<file path="config.mk">
export PLATFORM = sky130hd
export DESIGN_NAME = nios2core_gpio_edgecap_flat
export DESIGN_NICKNAME = d
export VERILOG_FILES = /design/src/rtl/nios2core_gpio_edgecap_pkg.sv /design/src/rtl/nios2core_gpio_edgecap_if.sv /design/src/rtl/nios2core_gpio_debounce_bit.sv /design/src/rtl/nios2core_gpio_edgecap.sv /design/src/flat_wrapper.sv
export SDC_FILE = /design/constraint.sdc
export NUM_CORES = 1
export LEC_CHECK = 0
export CAP_MARGIN = 0
export CORE_ASPECT_RATIO = 1.1
export CORE_MARGIN = 3
export CORE_UTILIZATION = 48
export DETAILED_ROUTE_END_ITERATION = 8
export GPL_ROUTABILITY_DRIVEN = 0
export HOLD_SLACK_MARGIN = 0.06
export PLACE_DENSITY = 0.86
export SLEW_MARGIN = 25
export SYNTH_ARGS = -nofsm -noshare
export SYNTH_HDL_FRONTEND = slang
export SYNTH_SLANG_ARGS = --single-unit
</file>
<file path="constraint.sdc">
create_clock -name clk -period 6.08 [get_ports clk]
set_input_delay 1.216 -clock clk [delete_from_list [all_inputs] [get_ports clk]]
set_output_delay 1.216 -clock clk [all_outputs]
set_load 0.02 [all_outputs]
</file>
<file path="src/rtl/nios2core_gpio_edgecap_pkg.sv">
// Shared constants for the GPIO edge-capture block: register addresses,
// CTRL bit positions and the debounce counter width.
package nios2core_gpio_edgecap_pkg;

  localparam logic [1:0] ADDR_LEVEL   = 2'd0;
  localparam logic [1:0] ADDR_IRQMASK = 2'd1;
  localparam logic [1:0] ADDR_EDGECAP = 2'd2;
  localparam logic [1:0] ADDR_CTRL    = 2'd3;

  localparam int CTRL_RISE = 0;
  localparam int CTRL_FALL = 1;

  localparam int DEB_W = 4;

  function automatic logic bus_write(input logic cs, input logic wr_n);
    return cs & ~wr_n;
  endfunction

endpackage

</file>
<file path="src/rtl/nios2core_gpio_edgecap_if.sv">
// Avalon-MM slave bus bundle for the GPIO edge-capture block, plus its irq line.
interface nios2core_gpio_edgecap_if;

  logic [1:0]  address;
  logic        chipselect;
  logic        write_n;
  logic [31:0] writedata;
  logic [31:0] readdata;
  logic        irq;

  modport master (
    output address, chipselect, write_n, writedata,
    input  readdata, irq
  );

  modport slave (
    input  address, chipselect, write_n, writedata,
    output readdata, irq
  );

endinterface

</file>
<file path="src/rtl/nios2core_gpio_debounce_bit.sv">
// One-pin debounce filter: accepts a new level only after DEB_COUNT
// consecutive prescaler ticks on which the synchronised input disagreed.
module nios2core_gpio_debounce_bit
  import nios2core_gpio_edgecap_pkg::*;
#(
  parameter int DEB_COUNT = 4
) (
  input  logic clk,
  input  logic reset,
  input  logic tick,
  input  logic din,
  output logic lvl
);

  logic [DEB_W-1:0] r_cnt;
  logic             r_lvl;

  // Any agreeing cycle restarts the count, so glitches never accumulate.
  always_ff @(posedge clk or posedge reset) begin
    if (reset) begin
      r_cnt <= {DEB_W{1'b0}};
      r_lvl <= 1'b0;
    end else if (din == r_lvl) begin
      r_cnt <= {DEB_W{1'b0}};
    end else if (tick) begin
      if (r_cnt == DEB_W'(DEB_COUNT - 1)) begin
        r_lvl <= ~r_lvl;
        r_cnt <= {DEB_W{1'b0}};
      end else begin
        r_cnt <= r_cnt + 4'd1;
      end
    end
  end

  assign lvl = r_lvl;

endmodule

</file>
<file path="src/rtl/nios2core_gpio_edgecap.sv">
// GPIO input conditioning and edge capture with a level interrupt.
// Define NIOS2CORE_GPIO_EDGECAP_DEBOUNCE_EN to add the prescaled debounce filter.
module nios2core_gpio_edgecap
  import nios2core_gpio_edgecap_pkg::*;
#(
  parameter int WIDTH     = 28,
  parameter int DIV       = 50000,
  parameter int DEB_COUNT = 4
) (
  input  logic                   clk,
  input  logic                   reset,
  input  logic [WIDTH-1:0]       pins_in,
  nios2core_gpio_edgecap_if.slave bus
);

  logic [WIDTH-1:0] r_sync1, r_sync2, r_lvl_d, r_edgecap, r_irqmask;
  logic [WIDTH-1:0] w_lvl, w_set, w_clr;
  logic [1:0]       r_ctrl;
  logic [31:0]      r_readdata, w_rdata;
  logic             w_wr;

  assign w_wr = bus_write(bus.chipselect, bus.write_n);

`ifdef NIOS2CORE_GPIO_EDGECAP_DEBOUNCE_EN
  localparam int PW = (DIV > 1) ? $clog2(DIV) : 1;
  logic [PW-1:0] r_presc;
  logic          w_tick;

  assign w_tick = (r_presc == PW'(DIV - 1));

  // Free-running prescaler shared by all pins.
  always_ff @(posedge clk or posedge reset) begin
    if (reset) begin
      r_presc <= {PW{1'b0}};
    end else if (w_tick) begin
      r_presc <= {PW{1'b0}};
    end else begin
      r_presc <= r_presc + PW'(1);
    end
  end

  for (genvar i = 0; i < WIDTH; i++) begin : g_deb
    nios2core_gpio_debounce_bit #(.DEB_COUNT(DEB_COUNT)) u_deb (
      .clk   (clk),
      .reset (reset),
      .tick  (w_tick),
      .din   (r_sync2[i]),
      .lvl   (w_lvl[i])
    );
  end
`else
  localparam int unused_cfg = DIV + DEB_COUNT;
  assign w_lvl = r_sync2;
`endif

  assign w_set = (w_lvl & ~r_lvl_d & {WIDTH{r_ctrl[CTRL_RISE]}}) |
                 (~w_lvl & r_lvl_d & {WIDTH{r_ctrl[CTRL_FALL]}});

  // W1C mask for EDGECAP; upper writedata bits beyond WIDTH are dropped.
  always_comb begin
    w_clr = {WIDTH{1'b0}};
    if (w_wr && (bus.address == ADDR_EDGECAP)) begin
      w_clr = bus.writedata[WIDTH-1:0];
    end else begin
      w_clr = {WIDTH{1'b0}};
    end
  end

  // Read mux, zero-extended; sampled every cycle regardless of chipselect.
  always_comb begin
    w_rdata = 32'd0;
    case (bus.address)
      ADDR_LEVEL:   w_rdata = 32'(w_lvl);
      ADDR_IRQMASK: w_rdata = 32'(r_irqmask);
      ADDR_EDGECAP: w_rdata = 32'(r_edgecap);
      ADDR_CTRL:    w_rdata = {30'd0, r_ctrl};
      default:      w_rdata = 32'd0;
    endcase
  end

  // Synchroniser, edge history, register file and read data.
  always_ff @(posedge clk or posedge reset) begin
    if (reset) begin
      r_sync1    <= {WIDTH{1'b0}};
      r_sync2    <= {WIDTH{1'b0}};
      r_lvl_d    <= {WIDTH{1'b0}};
      r_edgecap  <= {WIDTH{1'b0}};
      r_irqmask  <= {WIDTH{1'b0}};
      r_ctrl     <= 2'b00;
      r_readdata <= 32'd0;
    end else begin
      r_sync1    <= pins_in;
      r_sync2    <= r_sync1;
      r_lvl_d    <= w_lvl;
      r_edgecap  <= (r_edgecap & ~w_clr) | w_set;
      r_readdata <= w_rdata;
      if (w_wr && (bus.address == ADDR_IRQMASK)) begin
        r_irqmask <= bus.writedata[WIDTH-1:0];
      end
      if (w_wr && (bus.address == ADDR_CTRL)) begin
        r_ctrl <= bus.writedata[1:0];
      end
    end
  end

  assign bus.readdata = r_readdata;
  assign bus.irq      = |(r_edgecap & r_irqmask);

endmodule

</file>
<file path="src/flat_wrapper.sv">
// flat-port wrapper written by rule: the top's interface ports become plain ports
module nios2core_gpio_edgecap_flat import nios2core_gpio_edgecap_pkg::*;
#(
  parameter int WIDTH     = 28,
  parameter int DIV       = 50000,
  parameter int DEB_COUNT = 4
)
  (clk, reset, pins_in, bus_address, bus_chipselect, bus_write_n, bus_writedata, bus_readdata, bus_irq);
  nios2core_gpio_edgecap_if bus_i ();
  input  logic clk;
  input  logic reset;
  input  logic [WIDTH-1:0] pins_in;
  input wire logic [$bits(bus_i.address)-1:0] bus_address;
  input wire logic [$bits(bus_i.chipselect)-1:0] bus_chipselect;
  input wire logic [$bits(bus_i.write_n)-1:0] bus_write_n;
  input wire logic [$bits(bus_i.writedata)-1:0] bus_writedata;
  output wire logic [$bits(bus_i.readdata)-1:0] bus_readdata;
  output wire logic [$bits(bus_i.irq)-1:0] bus_irq;
  assign bus_i.address = bus_address;
  assign bus_i.chipselect = bus_chipselect;
  assign bus_i.write_n = bus_write_n;
  assign bus_i.writedata = bus_writedata;
  assign bus_readdata = bus_i.readdata;
  assign bus_irq = bus_i.irq;
  nios2core_gpio_edgecap #(.WIDTH(WIDTH), .DIV(DIV), .DEB_COUNT(DEB_COUNT)) u_core (.clk(clk), .reset(reset), .pins_in(pins_in), .bus(bus_i));
endmodule
</file>
======== Yosys cells after proc, flatten, opt, wreduce, memory -nomap -nowiden ========
Index checks and enable logic that the tools add are counted.
word-level totals
  register bits after elaboration ......... 174
  word-level logic and storage cells ...... 30
  input port bits ......................... 66
operators by class
  reduce and logical (&&, ||, !) cells .... 5
  eq/ne operators ......................... 3
  muxes and demuxes ....................... 2
  bitwise operators ....................... 13
operator list
  kind                                                                   count
  28-bit AND                                                             6
  32-bit one-hot mux with 4 select lines                                 1
  28-bit inverter                                                        3
  28-bit bitwise OR                                                      2
  28-bit two-way mux                                                     1
  28-bit OR reduction                                                    1
  2-bit equality test, second input constant                             2
  1-bit logical AND                                                      3
  2-bit by 1-bit equality test with 1-bit output, second input constant  1
  2-bit logical NOT                                                      1
  1-bit AND                                                              1
  1-bit inverter                                                         1

======== Longest topological paths before layout ========
Gate-level depths: netlist of the first run.
  depth after elaboration ................. 7
  depth in mapped cells ................... 5
  depth with buffers taken out ............ 3

======== Least setup slack after synthesis of the first run ========
OpenSTA, ideal clock, no wires.
  kind .................................... register to output
  start point ............................. register u_core.r_irqmask[17]
  end point ............................... output port bus_irq
  slack ................................... 3.594 ns
  required time ........................... 4.864 ns
  buffers on the path ..................... 0
  stages on the path, launching flop included .. 4
  data arrival time ....................... 1.270 ns
  cell sequence ........................... dfrtp_1 a22oi_1 nand4_1 or4_1
on the way
  cells in the longest elaborated chain, start to end .. 2
ends and longest elaborated chain
  item                    RTL line                       RTL
  start, declared         nios2core_gpio_edgecap.sv:16   logic [WIDTH-1:0] r_sync1, r_sync2, r_lvl_d, r_edgecap, r_irqmask;
  start signal, assigned  nios2core_gpio_edgecap.sv:88   r_irqmask <= {WIDTH{1'b0}};
  start signal, assigned  nios2core_gpio_edgecap.sv:98   r_irqmask <= bus.writedata[WIDTH-1:0];
  28-bit AND              nios2core_gpio_edgecap.sv:107  assign bus.irq = |(r_edgecap & r_irqmask);
  28-bit OR reduction     nios2core_gpio_edgecap.sv:107
  end, declared           flat_wrapper.sv:18             output wire logic [$bits(bus_i.irq)-1:0] bus_irq;
No other way between the ends.

======== Final worst setup path of the first run ========
  start point ............................. register u_core.r_irqmask[5]
  end point ............................... output port bus_irq
The elaborated chain is that of the path after synthesis.

==> results of run 1 <==
## worst reg2reg max path: cells and delay by family, from the launching register on
kind            cells  cell delay [ps]
flops               1              830
simple gates        1              110
compound gates      2              370
## power groups by stage
stage / Sequential [uW] / Clock, uW / Combinational (uW)
6_report: 1390 / 975 / 391
5_1_grt: 1410 / 1040 / 427
4_1_cts: 1390 / 994 / 397
3_5_place_dp: 1410 / 0 / 393
3_3_place_gp: 1400 / 0 / 380
2_1_floorplan: 1390 / 0 / 221
## metrics by stage
stage                     utilization, %  area [um^2]  setup slack (ps)  power [uW]  hold slack, ps
after floorplan                        -         6330               261        1620             331
after global placement              57.2         7290              2560        1780             333
after detailed placement            57.2         7300              2550        1800             335
after CTS                           61.4         7830              2490        2780             349
after global routing                61.4         7830              2420        2880             353
final                               61.4         7830              2530        2760             347
## final cells by class
class,instances,area share (%)
clock buffers,23,5.85
multi-input cells,278,24.2
flip-flops and latches,170,54.4
well taps,157,2.51
repair buffers,95,11.9
inverters,3,0.208
clock inverters,7,0.911
## kinds of logic after synthesis
group           count (synthesis)  share of synthesized area (%)
compound gates                 98                           9.55
simple gates                  120                           9.13
buf+inv                        28                           2.91
flops                         170                           67.3
mux                            56                           11.0
other cells                     1                         0.0594
## per-layer routing
layer	part of all wire, %	vias up	GRT usage, %
met1	43	2043	25.5
met4	1.4	0	6.56
met3	5.0	17	5.39
li1	-	1816	-
met2	51	112	32.8
met5	0	-	0
## sequential cells by signal (all words and copies together) (netlist names)
| register | flops |
|---|---|
| u_core.r_sync1 | 28 |
| u_core.r_irqmask | 28 |
| u_core.r_lvl_d | 28 |
| u_core.r_ctrl | 2 |
| u_core.r_edgecap | 28 |
| u_core.r_sync2 | 28 |
| u_core.bus.readdata | 28 |
## worst max-delay path by stage
stage | from | end | slack, ps | cells after the start
after CTS | u_core.r_irqmask[0]$_DFFE_PP0P_ | bus_irq | 2490 | 4
after floorplan | reset | u_core.bus.readdata[0]$_DFF_PP0_ | 260 | 1
final | u_core.r_irqmask[5]$_DFFE_PP0P_ | bus_irq | 2530 | 4
after global placement | bus_address[1] | u_core.r_edgecap[11]$_DFF_PP0_ | 2560 | 5
after detailed placement | bus_address[1] | u_core.r_irqmask[19]$_DFFE_PP0P_ | 2550 | 4
after global routing | u_core.r_irqmask[0]$_DFFE_PP0P_ | bus_irq | 2420 | 4
## cells in the final DEF, fill, tap and decap left out
cell type        instances
mux2i_1                 26
or4_1                    1
dfrtp_1                168
nand3b_1                22
inv_1                    2
conb_1                   4
nand4_1                  3
buf_4                    5
clkbuf_1                 5
dfrtp_2                  2
nand4bb_1                1
and4bb_2                 1
o21ai_0                 50
clkbuf_8                 1
mux2_2                   8
o22ai_1                  6
clkinv_4                 1
mux4_2                   2
bufinv_16                1
o211ai_1                 2
a21o_1                  26
nand4b_1                 1
mux2_4                  20
clkinvlp_4               3
buf_2                    1
nor2b_2                  1
clkdlybuf4s50_1         89
and4bb_4                 1
nand2_1                 89
clkinv_2                 2
a22oi_1                 14
clkbuf_16               17
inv_6                    1
==> impl_metrics.json, run 1 <==
{
  "status": "finished, final reports clean",
  "hp-class": "reg -> reg",
  "netlist-cell-type-count": 26,
  "slowest_stage": "clkdlybuf4s50_1",
  "synthMostInstantiatedCell": "dfrtp_1",
  "ir_worst_vdd_mv": 0.181,
  "drv_cap": 0,
  "cts_setup_buffers": 0,
  "p_clk_share_pct": 35.3,
  "combinationalPowerShare_pct": 14.2,
  "insertion_delay_ps": 420,
  "cts_sinks": 170,
  "die_area_um2": 14600,
  "synthesis.area_um2": 6320,
  "grt_max_degree": 100,
  "p_leak_uw": 0.00333,
  "cts_made_buffers": 17,
  "powerDensity_nw_per_um2": 352,
  "yosys-top-cells-area": "dfrtp_1 67%, nand2_1 5.3%, mux2_4 4.8%, mux2i_1 4.1%, o21ai_0 4.0%",
  "pin_count": 99,
  "ant_nets": 0,
  "wl_per_cell_um": 18.4,
  "multi_input_area_um2": 1900,
  "core_um2": 12800,
  "reg2reg_depth": 3,
  "die_y_um": 126,
  "rsz0062_at_grt": "no",
  "setup_tns_ps": 0,
  "end_kind": "primary output",
  "register_area_um2": 4260,
  "maxSlewViolCount": 0,
  "worst-setup-path-type": "reg -> out",
  "ys_top_cells_by_count": "170 x dfrtp_1, 89 x nand2_1, 50 x o21ai_0, 26 x a21o_1, 26 x mux2i_1",
  "vias": 3988,
  "slowest_delay_ps": 580,
  "cts_hold_repair.buffers": 0,
  "syn2layout_area_growth_pct": 23.9,
  "layout-drive-gt1-share_pct": 11.6,
  "setup-violations-final": 0,
  "drc_errors": 0,
  "crit_path_cell_trace": "a22oi_1 > nand4_1 > or4_1 > clkdlybuf4s50_1",
  "worst_pin_slew_ps": 845,
  "synthFlopType": "dfrtp_1",
  "num_rows": 43,
  "avgSynthCellArea_um2": 13.4,
  "worst-path-max-fanout": 3,
  "grt-ovfl-total": 0,
  "vias_per_cell": 5.44,
  "rr_endpoint": "u_core.r_edgecap[5]$_DFF_PP0_",
  "ctsResizeCount": 0,
  "yosys.area.top_type_share_pct": 67.3,
  "die_w_um": 115,
  "worstPathRequired_ps": 4860,
  "ys_warn_count": 0,
  "ctsHtreeMaxLevel": 4,
  "synth_seq_cells": 170,
  "hp-start": "u_core.r_sync1[15]$_DFF_PP0_",
  "r2r-start": "u_core.r_ctrl[0]$_DFFE_PP0P_",
  "fillers": 983,
  "crit_arrival_ps": 2330,
  "num_antenna_cells": 0,
  "place_hpwl_mm": 8.41,
  "hold_viol": 0,
  "switching_share_pct": 25.6,
  "syn_inst": 473,
  "cts_root_buf": "clkbuf_16",
  "min_period_over_period_pct": 58.4,
  "max_freq_mhz": 282,
  "clk_pin_slew_ps": 60,
  "worst_hold_path.endpoint": "u_core.r_sync2[15]$_DFF_PP0_",
  "port_buffers": 90,
  "nNetsFinal": 631,
  "relSlewSlack_pct": 43.6,
  "yosysSeqAreaShare_pct": 67.3,
  "wirelength_mm": 13.5,
  "start_util_pct": 49.5,
  "drtIter0Drc": 218,
  "finalNonFillerCells": 733,
  "fin_skew_ps": 8.32,
  "start_kind": "flop",
  "dp_cells": 703,
  "period_minus_slack_ps": 3550,
  "grt_pass1_wl_mm": 21.9,
  "drtPass1Iterations": 4,
  "antenna_found_initial": 0,
  "grt_pass1_vias": 4338,
  "cp.buffers_inverters": 1,
  "ff2ff_setup_slack_ps": 4720,
  "pwr-share-seq_pct": 50.5,
  "grtUsageTotal_pct": 19.9,
  "cts_tree": "done",
  "p_int_uw": 2050,
  "cts_buffer_depth": 2,
  "critPathTopFamily": "simple AND/OR/NAND/NOR gates",
  "switching_power_uw": 706,
  "whs_path_depth": 0,
  "synth_top_area_cell": "dfrtp_1",
  "synth_edf_count": 0,
  "async_reset_ff_share_pct": 100
}
Note: power is estimated with default switching activity, not from simulation.
==> inputs of run 2 (changes only) <==
--- a/config.mk
+++ b/config.mk
@@ -8,7 +8,7 @@
 export CAP_MARGIN = 0
 export CORE_ASPECT_RATIO = 1.1
 export CORE_MARGIN = 3
-export CORE_UTILIZATION = 48
+export CORE_UTILIZATION = 50
 export DETAILED_ROUTE_END_ITERATION = 8
 export GPL_ROUTABILITY_DRIVEN = 0
 export HOLD_SLACK_MARGIN = 0.06
==> constraint.sdc (replaced) <==
create_clock -name clk -period 3.4 [get_ports clk]
set_input_delay 0.68 -clock clk [delete_from_list [all_inputs] [get_ports clk]]
set_output_delay 0.68 -clock clk [all_outputs]
set_load 0.02 [all_outputs]
==> impl_metrics.json, run 2 (synthesized netlist as in run 1, its figures left out) <==
{
  "antenna_found_initial": 0,
  "drtPass1Iterations": 5,
  "powerDensity_nw_per_um2": 638,
  "grtUsageMet3_pct": 5.25,
  "fillers": 896,
  "worst-path-max-fanout": 3,
  "hp-class": "reg -> reg",
  "end_kind": "primary output",
  "cts_hold_repair.buffers": 0,
  "drtIter0Drc": 300,
  "relSlewSlack_pct": 39.9,
  "min_period_over_period_pct": 89.3,
  "port_buffers": 90,
  "nNetsFinal": 634,
  "vias": 4093,
  "post_dp_cell_area_um2": 7350,
  "pre_cts_ws_ps": 797,
  "worst_pin_slew_ps": 902,
  "grt_use_met1_pct": 25.9,
  "die_w_um": 113,
  "register_area_um2": 4260,
  "place_hpwl_mm": 8.51,
  "cts_root_buf": "clkbuf_16",
  "fin_skew_ps": 5.47,
  "cts_setup_buffers": 0,
  "mostFrequentLayoutCells": "168 x dfrtp_1, 89 x nand2_1, 89 x clkdlybuf4s50_1",
  "grt_max_degree": 171,
  "grtUsageTotal_pct": 20.9,
  "crit_arrival_ps": 2350,
  "p_leak_uw": 0.00338,
  "reg2reg_depth": 1,
  "ctsResizeCount": 0,
  "cts_sinks": 170,
  "drc_errors": 0,
  "period_minus_slack_ps": 3030,
  "start_util_pct": 51.8,
  "rsz0062_at_grt": "no",
  "cts_buffer_depth": 2,
  "max_freq_mhz": 329,
  "setup-violations-final": 0,
  "worstPathRequired_ps": 2720,
  "fin_area_um2": 7920,
  "ff2ff_setup_slack_ps": 2050,
  "worst-setup-path-type": "reg -> out",
  "insertion_delay_ps": 430,
  "ctsHtreeMaxLevel": 4,
  "setup_tns_ps": 0,
  "syn2layout_area_growth_pct": 25.4,
  "grt-busiest-layer": "met2",
  "clk_pin_slew_ps": 60,
  "die_area_um2": 14000,
  "setup_slack_ps": 365,
  "pin_count": 99,
  "multi_input_area_um2": 1890,
  "maxSlewViolCount": 0,
  "met2_usage_pct": 34.6,
  "wirelength_mm": 13.5,
  "status": "finished, final reports clean",
  "worst_hold_path.endpoint": "u_core.r_sync2[7]$_DFF_PP0_",
  "cts_tree": "done",
  "hold_viol": 0,
  "whs_path_depth": 0,
  "die_y_um": 124,
  "layout-drive-gt1-share_pct": 12.8,
  "grt-ovfl-total": 0,
  "hp-start": "u_core.r_sync1[7]$_DFF_PP0_",
  "grt_pass1_vias": 4251,
  "core_um2": 12200,
  "wl_per_cell_um": 18.4,
  "cts_made_buffers": 17,
  "layout_commonest_cell": "dfrtp_1",
  "r2r-start": "u_core.r_ctrl[0]$_DFFE_PP0P_",
  "rr_endpoint": "u_core.bus.readdata[0]$_DFF_PP0_",
  "vias_per_cell": 5.58,
  "grt_pass1_wl_mm": 22.1,
  "drv_cap": 0,
  "ant_nets": 0,
  "num_rows": 42,
  "ir_worst_vdd_mv": 0.441,
  "start_kind": "flop",
  "num_antenna_cells": 0
}
## run 2: cell type report
class,instances,area share [%]
Inverter,3,0.190
Multi-Input combinational cell,278,23.9
Tap cell,154,2.43
Clock buffer,19,5.59
Timing Repair Buffer,98,12.5
Clock inverter,12,1.58
Sequential cell,170,53.8
## run 2: through the flow
| step | hold slack (ps) | total power, uW | utilization (%) | std cells |
|---|---|---|---|---|
| floorplan | 331 | 2890 | - | 476 |
| global placement | 331 | 3180 | 60.3 | 703 |
| detailed placement | 335 | 3230 | 60.3 | 703 |
| CTS | 347 | 5090 | 65.0 | 734 |
| global route | 352 | 5270 | 65.0 | 734 |
| finish | 343 | 5050 | 65.0 | 734 |
## run 2: worst max path at each step
stage	start	end	cells after the start
2_1_floorplan	reset	u_core.bus.readdata[0]$_DFF_PP0_	1
4_1_cts	u_core.r_irqmask[5]$_DFFE_PP0P_	bus_irq	4
3_5_place_dp	u_core.r_irqmask[5]$_DFFE_PP0P_	bus_irq	4
3_3_place_gp	u_core.r_irqmask[11]$_DFFE_PP0P_	bus_irq	4
5_1_grt	u_core.r_irqmask[3]$_DFFE_PP0P_	bus_irq	4
6_report	u_core.r_irqmask[5]$_DFFE_PP0P_	bus_irq	4
## run 2: worst max-delay path, stage by stage (launching register included)
cell and delay (ps):
dfrtp_1 400, a22oi_1 260, nand4_1 130, or4_1 570, clkdlybuf4s50_1 570
## run 2: layer usage
metal,wire length [um],vias to the layer above
met2,6820,151
met4,330,0
met5,0,-
met1,5600,2087
li1,-,1827
met3,772,28
## run 2: power by group
group / switching, uW / internal, uW / leakage, uW
logic: 315 / 390 / 0.00115
clock network: 766 / 1090 / 0.000275
registers: 219 / 2270 / 0.00195
total: 1300 / 3750 / 0.00338
==> inputs of run 3 (changes only) <==
--- a/config.mk
+++ b/config.mk
@@ -5,6 +5,7 @@
 export SDC_FILE = /design/constraint.sdc
 export NUM_CORES = 1
 export LEC_CHECK = 0
+export ABC_AREA = 1
 export CAP_MARGIN = 0
 export CORE_ASPECT_RATIO = 1.1
 export CORE_MARGIN = 3
@@ -13,6 +14,7 @@
 export GPL_ROUTABILITY_DRIVEN = 0
 export HOLD_SLACK_MARGIN = 0.06
 export PLACE_DENSITY = 0.86
+export SETUP_SLACK_MARGIN = 0.5
 export SLEW_MARGIN = 25
 export SYNTH_ARGS = -nofsm -noshare
 export SYNTH_HDL_FRONTEND = slang
==> impl_metrics.json, run 3 <==
{
  "fin_skew_ps": 7.50,
  "cts_buffer_depth": 2,
  "hold_viol": 0,
  "worst_pin_slew_ps": 719,
  "crit_path_cell_trace": "nand2_1 > nand2_1 > nor2_1 > nand2_1 > nor2_1 > nand2_1 > clkdlybuf4s50_1",
  "num_antenna_cells": 0,
  "synthFlopType": "dfrtp_1",
  "drc_errors": 0,
  "worst-path-max-fanout": 3,
  "crit_path_start": "u_core.r_edgecap[10]$_DFF_PP0_",
  "ant_nets": 0,
  "cts_hold_repair.buffers": 0,
  "crit_arrival_ps": 1940,
  "max_freq_mhz": 381,
  "start_kind": "flop",
  "r2r-start": "u_core.r_ctrl[1]$_DFFE_PP0P_",
  "grtUsageTotal_pct": 21.6,
  "powerDensity_nw_per_um2": 658,
  "ir_worst_vdd_mv": 0.566,
  "netlist-cell-type-count": 22,
  "layout-drive-gt1-share_pct": 11.8,
  "relSlewSlack_pct": 52.1,
  "port_buffers": 90,
  "ctsHtreeMaxLevel": 4,
  "cp.buffers_inverters": 1,
  "die_y_um": 125,
  "num_rows": 42,
  "grt_max_degree": 61,
  "status": "finished, final reports clean",
  "synthesis.area_um2": 6410,
  "setup-violations-final": 0,
  "start_util_pct": 52.1,
  "vias_per_cell": 5.27,
  "synthMostInstantiatedCell": "dfrtp_1",
  "yosys-top-cells-area": "dfrtp_1 66%, nand2_1 9.7%, o21ai_2 5.2%, inv_1 3.5%, o211ai_1 2.9%",
  "fin_area_um2": 8040,
  "grt_pass1_vias": 4998,
  "cts_tree": "done",
  "min_period_over_period_pct": 77.1,
  "drtIter0Drc": 403,
  "rsz0062_at_grt": "no",
  "cts_made_buffers": 17,
  "synth_top_area_cell": "dfrtp_1",
  "worst-setup-path-type": "reg -> out",
  "slowest_stage": "clkdlybuf4s50_1",
  "die_w_um": 114,
  "avgSynthCellArea_um2": 10.6,
  "p_leak_uw": 0.00366,
  "clk_pin_slew_ps": 60,
  "mostFrequentLayoutCells": "170 x dfrtp_1, 164 x nand2_1, 90 x clkdlybuf4s50_1",
  "ys_warn_count": 0,
  "ys_top_cells_by_count": "170 x dfrtp_1, 165 x nand2_1, 59 x inv_1, 40 x nor2_1, 38 x o21ai_2",
  "drv_cap": 0,
  "worstPathRequired_ps": 2720,
  "grt-ovfl-total": 0,
  "wl_per_cell_um": 16.6,
  "hp-start": "u_core.r_sync1[19]$_DFF_PP0_",
  "wirelength_mm": 14.4,
  "setup_tns_ps": 0,
  "yosysSeqAreaShare_pct": 66.4,
  "cts_sinks": 170,
  "async_reset_ff_share_pct": 100,
  "insertion_delay_ps": 430,
  "end_kind": "primary output",
  "layout_commonest_cell": "dfrtp_1",
  "die_area_um2": 14200,
  "whs_ps": 347,
  "yosys.area.top_type_share_pct": 66.4,
  "crit_top_cell": "nand2_1",
  "hp-class": "reg -> reg",
  "pin_count": 99,
  "cts_setup_buffers": 0,
  "cts_root_buf": "clkbuf_16",
  "synth_edf_count": 0,
  "core_um2": 12300,
  "maxSlewViolCount": 0,
  "nNetsFinal": 767,
  "critPathTopFamily": "simple AND/OR/NAND/NOR gates",
  "grt_pass1_wl_mm": 24.0,
  "syn2layout_area_growth_pct": 25.4,
  "antenna_found_initial": 0,
  "syn_inst": 607,
  "drtPass1Iterations": 5,
  "period_minus_slack_ps": 2620,
  "synth_seq_cells": 170,
  "slowest_delay_ps": 540,
  "ctsResizeCount": 0,
  "place_hpwl_mm": 9.30,
  "vias": 4574,
  "post_dp_cell_area_um2": 7370
}
-- run 3: through the flow --
stage | worst slack, ps | total power (uW) | util, % | instances
2_1_floorplan | 551 | 2860 | - | 610
3_3_place_gp | 1170 | 3120 | 59.9 | 836
3_5_place_dp | 1100 | 3180 | 59.9 | 836
4_1_cts | 777 | 5320 | 65.4 | 868
5_1_grt | 676 | 5510 | 65.4 | 868
6_report | 777 | 5290 | 65.4 | 868
-- run 3: cell type report --
cell class | instances | area [um^2]
Multi-Input combinational cell | 354 | 1740
Tap cell | 154 | 193
Clock buffer | 19 | 453
Fill cell | 969 | 4260
Inverter | 62 | 236
Clock inverter | 13 | 215
Timing Repair Buffer | 96 | 946
Sequential cell | 170 | 4250
-- run 3: path summary, 6_finish.rpt --
| path | to | slack, ps | cells after the start |
|---|---|---|---|
| hold / removal | u_core.r_sync2[19]$_DFF_PP0_ | 350 | 0 |
| setup reg to reg | u_core.r_edgecap[22]$_DFF_PP0_ | 1200 | 4 |
| setup / recovery | bus_irq | 780 | 7 |
| min in group asynchronous | u_core.r_sync1[6]$_DFF_PP0_ | 520 | 2 |
| hold reg to reg | u_core.r_sync2[19]$_DFF_PP0_ | 350 | 0 |
| max in group asynchronous | u_core.r_lvl_d[11]$_DFF_PP0_ | 1920 | 3 |
-- run 3: cell families (layout without fill, tap and decap cells) --
group	count (synthesis)	after routing	share of synthesized area, %
and+or+nand+nor	249	249	15.6
DFF	170	170	66.4
AOI/OAI and AO/OA	101	101	11.3
buffers and inverters	86	190	6.70
other	1	4	0.0585
-- run 3: power by group --
group	internal (uW)	total [uW]	switching (uW)	leakage, uW
combinational	310	723	413	0.00137
sequential	2250	2420	173	0.00198
clock	1350	2140	793	0.000312
total	3910	5290	1380	0.00366
-- run 3: per-layer routing --
metal	track usage, %	vias up	wire length (um)	part of all wire, %
li1	-	2124	-	-
met1	26.4	2260	5700	40
met2	36.6	158	7510	52
met3	5.10	32	815	5.7
met4	8.87	0	362	2.5
met5	0	-	0	0
-- run 3: worst register-to-register path, delay by kind of cell, from the launching register on --
family | cells | cell delay [ps]
AOI/OAI and AO/OA | 1 | 140
DFF | 1 | 770
and+or+nand+nor | 2 | 470
buffers and inverters | 1 | 760
